$ cat config.mk
export PLATFORM = sky130hd
export DESIGN_NAME = plc_scan_ctrl
export DESIGN_NICKNAME = d
export VERILOG_FILES = /design/src/rtl/plc_pkg.sv /design/src/rtl/plc_wdt.sv /design/src/rtl/plc_scan_ctrl.sv
export SDC_FILE = /design/constraint.sdc
export NUM_CORES = 1
export LEC_CHECK = 0
export ABC_CLOCK_PERIOD_IN_PS = 2400
export BUFFER_PORTS_ARGS = -buffer_cell sky130_fd_sc_hd__buf_2
export CORE_MARGIN = 10
export CORE_UTILIZATION = 35
export DETAILED_ROUTE_END_ITERATION = 7
export PLACE_DENSITY = 0.56
export SYNTH_ARGS = -nofsm -noshare
export SYNTH_HDL_FRONTEND = slang
export SYNTH_SLANG_ARGS = --single-unit
$ cat constraint.sdc
create_clock -name clk_in -period 2.4 [get_ports clk_in]
set_clock_uncertainty 0.05 [all_clocks]
set_input_delay 0.24 -clock clk_in [delete_from_list [all_inputs] [get_ports clk_in]]
set_output_delay 0.24 -clock clk_in [all_outputs]
set_load 0.03 [all_outputs]
$ cat src/rtl/plc_pkg.sv
// Shared types and parameter legality checks for the PLC scan sequencer.
package plc_pkg;

    typedef enum logic [2:0] {
        ST_IDLE   = 3'd0,
        ST_LATCH  = 3'd1,
        ST_EXEC   = 3'd2,
        ST_UPDATE = 3'd3,
        ST_WAIT   = 3'd4,
        ST_FAULT  = 3'd5
    } plc_state_t;

    localparam int unsigned SAFE_OUT_DEFAULT = 0;
    localparam int unsigned MIN_SCAN_PERIOD  = 4;
    localparam int unsigned MIN_WDT_LIMIT    = 1;
    localparam int unsigned MAX_CNT_W        = 31;

    // Period and watchdog limits must fit in the counter width.
    function automatic bit scan_params_ok(input int unsigned cnt_w,
                                          input int unsigned scan_period,
                                          input int unsigned wdt_limit);
        longint unsigned span;
        if (cnt_w < 1 || cnt_w > MAX_CNT_W) return 1'b0;
        span = 64'd1 << cnt_w;
        return (scan_period >= MIN_SCAN_PERIOD) && (64'(scan_period) < span) &&
               (wdt_limit >= MIN_WDT_LIMIT) && (64'(wdt_limit) < span);
    endfunction

endpackage

$ cat src/rtl/plc_wdt.sv
// Saturating up-counter with clear, load, enable and a terminal-count flag.
module plc_wdt
    import plc_pkg::*;
#(
    parameter int unsigned W  = 16,
    parameter int unsigned TC = 1
) (
    input  logic         clk,
    input  logic         rst,
    input  logic         clr,
    input  logic         load,
    input  logic [W-1:0] load_val,
    input  logic         en,
    output logic         tc_c
);

    logic [W-1:0] cnt;

    always_ff @(posedge clk or posedge rst) begin
        if (rst) begin
            cnt <= '0;
        end else if (clr) begin
            cnt <= '0;
        end else if (load) begin
            cnt <= load_val;
        end else if (en && (cnt != '1)) begin
            cnt <= cnt + W'(1);
        end
    end

    assign tc_c = (cnt >= W'(TC));

endmodule

$ cat src/rtl/plc_scan_ctrl.sv
// PLC scan-cycle sequencer: latch inputs, run the core under a watchdog,
// publish its output image, then pad the scan out to a fixed period.
module plc_scan_ctrl
    import plc_pkg::*;
#(
    parameter int unsigned    IN_W        = 8,
    parameter int unsigned    OUT_W       = 8,
    parameter int unsigned    CNT_W       = 16,
    parameter int unsigned    SCAN_PERIOD = 1000,
    parameter int unsigned    WDT_LIMIT   = 800,
    parameter logic [OUT_W-1:0] SAFE_OUT  = OUT_W'(SAFE_OUT_DEFAULT)
) (
    input  logic             clk_in,
    input  logic             rst_in,
    input  logic             run_in,
    input  logic             fault_clr_in,
    input  logic [IN_W-1:0]  plc_in,
    input  logic             cpu_done_in,
    input  logic [OUT_W-1:0] cpu_out_img_in,
    output logic             cpu_rst_out,
    output logic [IN_W-1:0]  in_img_out,
    output logic [OUT_W-1:0] plc_out,
    output logic [CNT_W-1:0] scan_cnt_out,
    output logic             fault_out,
    output logic             overrun_out
);

    localparam bit          PARAMS_OK = scan_params_ok(CNT_W, SCAN_PERIOD, WDT_LIMIT);
    localparam int unsigned PER_TC    = SCAN_PERIOD - 1;
    localparam int unsigned WDT_TC    = WDT_LIMIT - 1;

    generate
        if (!PARAMS_OK) begin : g_param_check
            $error("plc_scan_ctrl: SCAN_PERIOD/WDT_LIMIT illegal for CNT_W");
        end
    endgenerate

    plc_state_t state, state_nxt;
    logic per_load_c, per_en_c, per_tc_c;
    logic wdt_clr_c, wdt_en_c, wdt_tc_c;

    // Period timer: starts at 1 on leaving LATCH so LATCH-to-LATCH spans SCAN_PERIOD.
    plc_wdt #(.W(CNT_W), .TC(PER_TC)) u_period (
        .clk      (clk_in),
        .rst      (rst_in),
        .clr      (1'b0),
        .load     (per_load_c),
        .load_val (CNT_W'(1)),
        .en       (per_en_c),
        .tc_c     (per_tc_c)
    );

    plc_wdt #(.W(CNT_W), .TC(WDT_TC)) u_wdt (
        .clk      (clk_in),
        .rst      (rst_in),
        .clr      (wdt_clr_c),
        .load     (1'b0),
        .load_val ('0),
        .en       (wdt_en_c),
        .tc_c     (wdt_tc_c)
    );

    always_ff @(posedge clk_in or posedge rst_in) begin
        if (rst_in) state <= ST_IDLE;
        else        state <= state_nxt;
    end

    always_comb begin
        state_nxt  = state;
        per_load_c = 1'b0;
        per_en_c   = 1'b0;
        wdt_clr_c  = 1'b0;
        wdt_en_c   = 1'b0;
        case (state)
            ST_IDLE: begin
                if (run_in) state_nxt = ST_LATCH;
            end
            ST_LATCH: begin
                per_load_c = 1'b1;
                wdt_clr_c  = 1'b1;
                state_nxt  = ST_EXEC;
            end
            ST_EXEC: begin
                per_en_c = 1'b1;
                wdt_en_c = 1'b1;
                // Completion takes priority over a same-cycle watchdog expiry.
                if (cpu_done_in)   state_nxt = ST_UPDATE;
                else if (wdt_tc_c) state_nxt = ST_FAULT;
            end
            ST_UPDATE: begin
                per_en_c  = 1'b1;
                state_nxt = ST_WAIT;
            end
            ST_WAIT: begin
                per_en_c = 1'b1;
                if (per_tc_c) state_nxt = run_in ? ST_LATCH : ST_IDLE;
            end
            ST_FAULT: begin
                if (fault_clr_in) state_nxt = ST_IDLE;
            end
            default: state_nxt = ST_IDLE;
        endcase
    end

    // Output registers; status flags track the upcoming state so they align with it.
    always_ff @(posedge clk_in or posedge rst_in) begin
        if (rst_in) begin
            cpu_rst_out  <= 1'b1;
            in_img_out   <= '0;
            plc_out      <= SAFE_OUT;
            scan_cnt_out <= '0;
            fault_out    <= 1'b0;
            overrun_out  <= 1'b0;
        end else begin
            cpu_rst_out <= (state_nxt != ST_EXEC);
            fault_out   <= (state_nxt == ST_FAULT);
            if (state == ST_LATCH) in_img_out <= plc_in;
            if (state == ST_UPDATE) begin
                plc_out      <= cpu_out_img_in;
                scan_cnt_out <= scan_cnt_out + CNT_W'(1);
                if (per_tc_c) overrun_out <= 1'b1;
            end else if (state_nxt == ST_FAULT) begin
                plc_out <= SAFE_OUT;
            end
        end
    end

endmodule

; After elaboration in Yosys (flattened, before gate mapping)
; Index checks and enable logic that the tools add are counted.
[totals]
ff_bits = 70
input_bits = 21
elab_cells = 47
[op_classes]
n_addsub = 3
n_lt_le_gt_ge = 2
n_eq_ne = 9
mux = 16
n_reduce_logical = 8
[ops]
columns = operator, count
row1 = 2-to-1 mux 16 bit, 4
row2 = adder 16 x 1 -> 16 bit (second input constant), 3
row3 = greater-or-equal comparator 16 x 10 -> 1 bit (second input constant), 2
row4 = inequality test 16 bit (second input constant), 2
row5 = case mux 3 bit (6 select lines), 1
row6 = 2-to-1 mux 8 bit, 2
row7 = 2-to-1 mux 3 bit, 5
row8 = == test 3 bit (second input constant), 3
row9 = == test 3 x 2 -> 1 bit (second input constant), 2
row10 = nonzero test 2 bit, 3
row11 = 2-to-1 mux 1 bit, 4
row12 = == test 3 x 1 -> 1 bit (second input constant), 1
row13 = logical NOT 3 bit, 1
row14 = inequality test 3 x 2 -> 1 bit (second input constant), 1
row15 = OR reduction 3 bit, 1
row16 = logical AND 1 bit, 2
row17 = AND reduction 2 bit, 1

; Longest topological paths before layout
[logic_depth]
depth_word = 7
mapped_depth = 7
ltp_nobuf = 6

; By module
; Synthesis repeated with hierarchy kept, for this count alone.
[unflattened]
hier_cells = 413
hier_area_um2 = 3898.7
[modules_own_cells]
columns = module, n_inst, cells_per_inst, area_each_um2, seq_area_each_um2
row1 = plc_scan_ctrl, 1, 145, 1659.1, 952.2
row2 = plc_wdt at u_period, 1, 137, 1152.4, 400.4
row3 = plc_wdt at u_wdt, 1, 131, 1087.3, 400.4

; Worst setup path after synthesis
; Ideal clock, no wire load.
[synth_timing]
path_type = reg-to-reg
from = reg u_wdt.cnt[0]
to = reg u_wdt.cnt[12]
setup_ps = 78
arrival_ps = 1765
required_time_ps = 2272
slack_ps = 507
path_stages_with_launch = 7
n_path_buf = 1
synth_period_minus_slack_ps = 1893
cell_sequence = dfrtp_1 ha_1 nand2_1 or4_1 buf_2 or3_1 a21oi_1
[synth_via]
elab_chain_len = 3
elab_cells_between_ends = 6
classes_between = add/sub (1) / eq/ne (1) / mux (2) / reduce/logical (2)
[synth_rtl]
columns = element, line
row1 = "start, declared", plc_wdt.sv:17  ; logic [W-1:0] cnt;
row2 = "start signal, assigned", plc_wdt.sv:25  ; cnt <= load_val;
row3 = "start signal, assigned", plc_wdt.sv:27  ; cnt <= cnt + W'(1);
row4 = adder 16 x 1 -> 16 bit or inequality test 16 bit (tied branches), "plc_wdt.sv:27, plc_wdt.sv:26"
row5 = 2-to-1 mux 16 bit or logical AND 1 bit (tied branches), plc_wdt.sv:26  ; end else if (en && (cnt != '1)) begin
row6 = 2-to-1 mux 16 bit or nonzero test 2 bit (tied branches), n/a
; Several ways; a longest one is shown, not always the timed one. The select of a mux whose other input is x is not followed.
; A chain may end at the register's enable or synchronous reset.

; Worst setup path after layout
[layout_timing]
from = reg u_wdt.cnt[1]
to = reg u_wdt.cnt[12]
; Same word-level chain as after synthesis.

==> impl_metrics.toml <==
[run_status]
status = "complete, no violations"

[final_layout]
seq_area_um2 = 1750
instances_no_fill = 532
num-fill-cells = 928
drive_gt1_share_pct = 23.6
n_antenna_cell = 0
final_util_pct = 43.2
multi_input_area_um2 = 1500
area_growth_pct = 19.9
nNetsFinal = 422

[min_path]
holdPathStages = 3
min_path_type = "primary input to flop"
hold_end = "in_img_out[4]"
holdCritStartpoint = "plc_in[4]"

[clock_network]
path_clk_slew_ns = 0.08
cts.path.max_buffers = 2
cts_made_buffers = 9
cts_root_buf = "clkbuf_8"
cts_sinks = 70
cts_resized = 0
post_cts_buffers = 0
clk_latency_ns = 0.35
cts_htree_levels = 3
cts_tree = "yes"

[timing]
timing.hold.ws_ns = 0.0315
finalHoldViolations = 0
max_freq_ghz = 0.483
setup-tns-final_ns = 0
setup_violations = 0
relSlewSlack_pct = 59.0
min_period_ns = 2.07
slew_viol_final = 0
finalCritPeriodShare_pct = 86.2
worst_slew_pin_slew_ns = 0.614
grt_setup_unrepaired = "no"

[synthesis]
ys.flop_type = "dfrtp_1"
syn_inst = 335
yosysUniqueCellTypes = 52
synth_most_common_cell = "dfrtp_1"
synth_edf_count = 0
yosys.area.top_type = "dfrtp_1"
synth_top_area_share_pct = 51.7
synth_common_cells = "69 x dfrtp_1, 55 x nand2_1, 25 x nor2_1, 23 x xnor2_1"
synthTopCellsByArea = "dfrtp_1 52%, nand2_1 6.2%, xnor2_1 6.0%"
syn_area_um2 = 3340
async_flop_share_pct = 100
ys_seq_area_share_pct = 52.5
synth_nets = 359
yosysWarnings = 0
avgSynthCellArea_um2 = 9.98
synth-seq-cells = 70

[worst_setup_path]
crit_family = "simple AND/OR/NAND/NOR gates"
critPathBufInv = 0
rr_startpoint = "u_wdt.cnt[1]"
crit_arrival_ns = 2.29
cpPeakStageDelay_ns = 0.67
reg2regPathDepth = 5
cp-start-kind = "flop"
timing_worst_setup_path_type = "flop to flop"
r2r_end = "u_wdt.cnt[12]"
crit_chain = "ha_1, nand2_1, or4_1, or3_1, a21oi_1"
rrSetupSlack_ns = 0.33
end_kind = "flop"
cp_slowest_cell = "or4_1"
critPathRequiredTime_ns = 2.62
timing.critical_path.fanout_max = 7

[die]
std_cell_rows = 35
die_h_um = 118
coreArea_um2 = 9280
ios = 56
die_x_um = 118
initial_core_util_pct = 36.0
dieArea_um2 = 13900

[route]
drt-wirelength-per-cell_um = 13.9
ant_nets = 0
drtIter0Drc = 95
viasPerCell = 4.92
drt_wl_total_um = 7410
drc = 0
first_pass_iters = 4
vias = 2619

[power]
pwr-share-seq_pct = 41.2
p_switching_mw = 1.64
leakagePower_nw = 1.89
power_density_nw_per_um2 = 1010
p_comb_share_pct = 35.3
clkPwrFrac_pct = 23.5
swShare_pct = 40.5
peakVddDrop_uv = 339
p_int_mw = 2.42

[global_route]
track_usage_pct = 11.1
grt_pass1_wl_um = 13000
grt_pass1_vias = 2629
grt_overflow_total = 0
antenna_found_initial = 0
grt_max_degree = 33

[placement]
place_inst = 515
dp_hpwl_um = 5420
numPortBuffers = 55
gp_congestion = 0.786

[job]
drv_cap = 0
==> power by group through the flow <==
stage               logic, mW  registers, mW  clock network, mW
floorplan               0.749           1.96                  0
global placement         1.44           1.69                  0
detailed placement       1.46           1.70                  0
CTS                      1.46           1.68              0.985
global route             1.59           1.73               1.03
finish                   1.43           1.67              0.954
==> logic make-up after synthesis <==
| family | Yosys count | synth area share [%] |
|---|---|---|
| mux | 5 | 1.50 |
| compound gates | 48 | 10.4 |
| buf+inv | 21 | 2.62 |
| xor+xnor | 28 | 7.34 |
| flops | 70 | 52.5 |
| fa+ha+maj | 3 | 1.12 |
| simple gates | 160 | 24.5 |
==> how the worst max path moves through the flow <==
stage	from	endpoint	slack, ns	depth (start not counted)
after floorplan	rst_in	fault_out	0.34	1
after CTS	u_wdt.cnt[1]	u_wdt.cnt[12]	0.34	5
final	u_wdt.cnt[1]	u_wdt.cnt[12]	0.33	5
after global placement	u_wdt.cnt[1]	u_wdt.cnt[14]	0.40	6
after global routing	u_wdt.cnt[1]	u_wdt.cnt[12]	0.18	5
after detailed placement	u_wdt.cnt[1]	u_wdt.cnt[12]	0.36	5
==> registers in the layout, summed over array words and instances, names as in the netlist, 3 cells and up <==
register,count
scan_cnt_out,16
u_period.cnt,16
u_wdt.cnt,16
in_img_out,8
plc_out,8
state,3
==> worst register-to-register path: cells and delay by family, from the launching register on <==
family / cells / cell delay [ns]
simple gates: 3 / 1.16
compound gates: 1 / 0.14
flops: 1 / 0.40
fa+ha+maj: 1 / 0.25
==> cells in the final DEF, fill, tap and decap left out, drive strengths merged, types with 2 or more instances in the layout <==
cell type	n
a21oi	9
a22o	8
a31oi	4
and2	2
and3	7
buf	64
clkbuf	9
clkinv	3
clkinvlp	2
dfrtp	69
ha	3
inv	9
mux2i	5
nand2	55
nand2b	2
nand3	15
nand4	16
nor2	26
nor3	16
nor3b	3
nor4	3
o2111ai	2
o211ai	2
o21ai	9
o21bai	3
o311ai	2
o31ai	4
or3	4
or4	5
xnor2	23
xor2	5
==> metrics by stage <==
stage,worst slack [ns],total power [mW],instance area (um^2)
global placement,0.401,3.14,3800
floorplan,0.343,2.71,3340
finish,0.331,4.06,4010
global route,0.178,4.35,4010
CTS,0.336,4.13,4010
detailed placement,0.363,3.16,3800
==> repair_timing <==
action,CTS,global route
hold buffers,1,0
endpoints found under the hold margin,25,0
setup endpoints to repair,0,0
==> layout make-up <==
class,count,area share [%]
Clock inverter,7,1.81
Tap cell,129,4.03
Multi-Input combinational cell,244,37.5
Clock buffer,9,3.09
Timing Repair Buffer,65,9.12
Sequential cell,70,43.7
Inverter,8,0.749
==> metal layers <==
| layer | GRT usage [%] | part of all wire [%] | wire, um |
|---|---|---|---|
| met1 | 13.6 | 46 | 3440 |
| met2 | 18.3 | 49 | 3660 |
| met3 | 2.25 | 2.7 | 197 |
| met4 | 4.87 | 1.6 | 117 |
| met5 | 0 | 0 | 0 |
(Power assumes the default switching activity.)
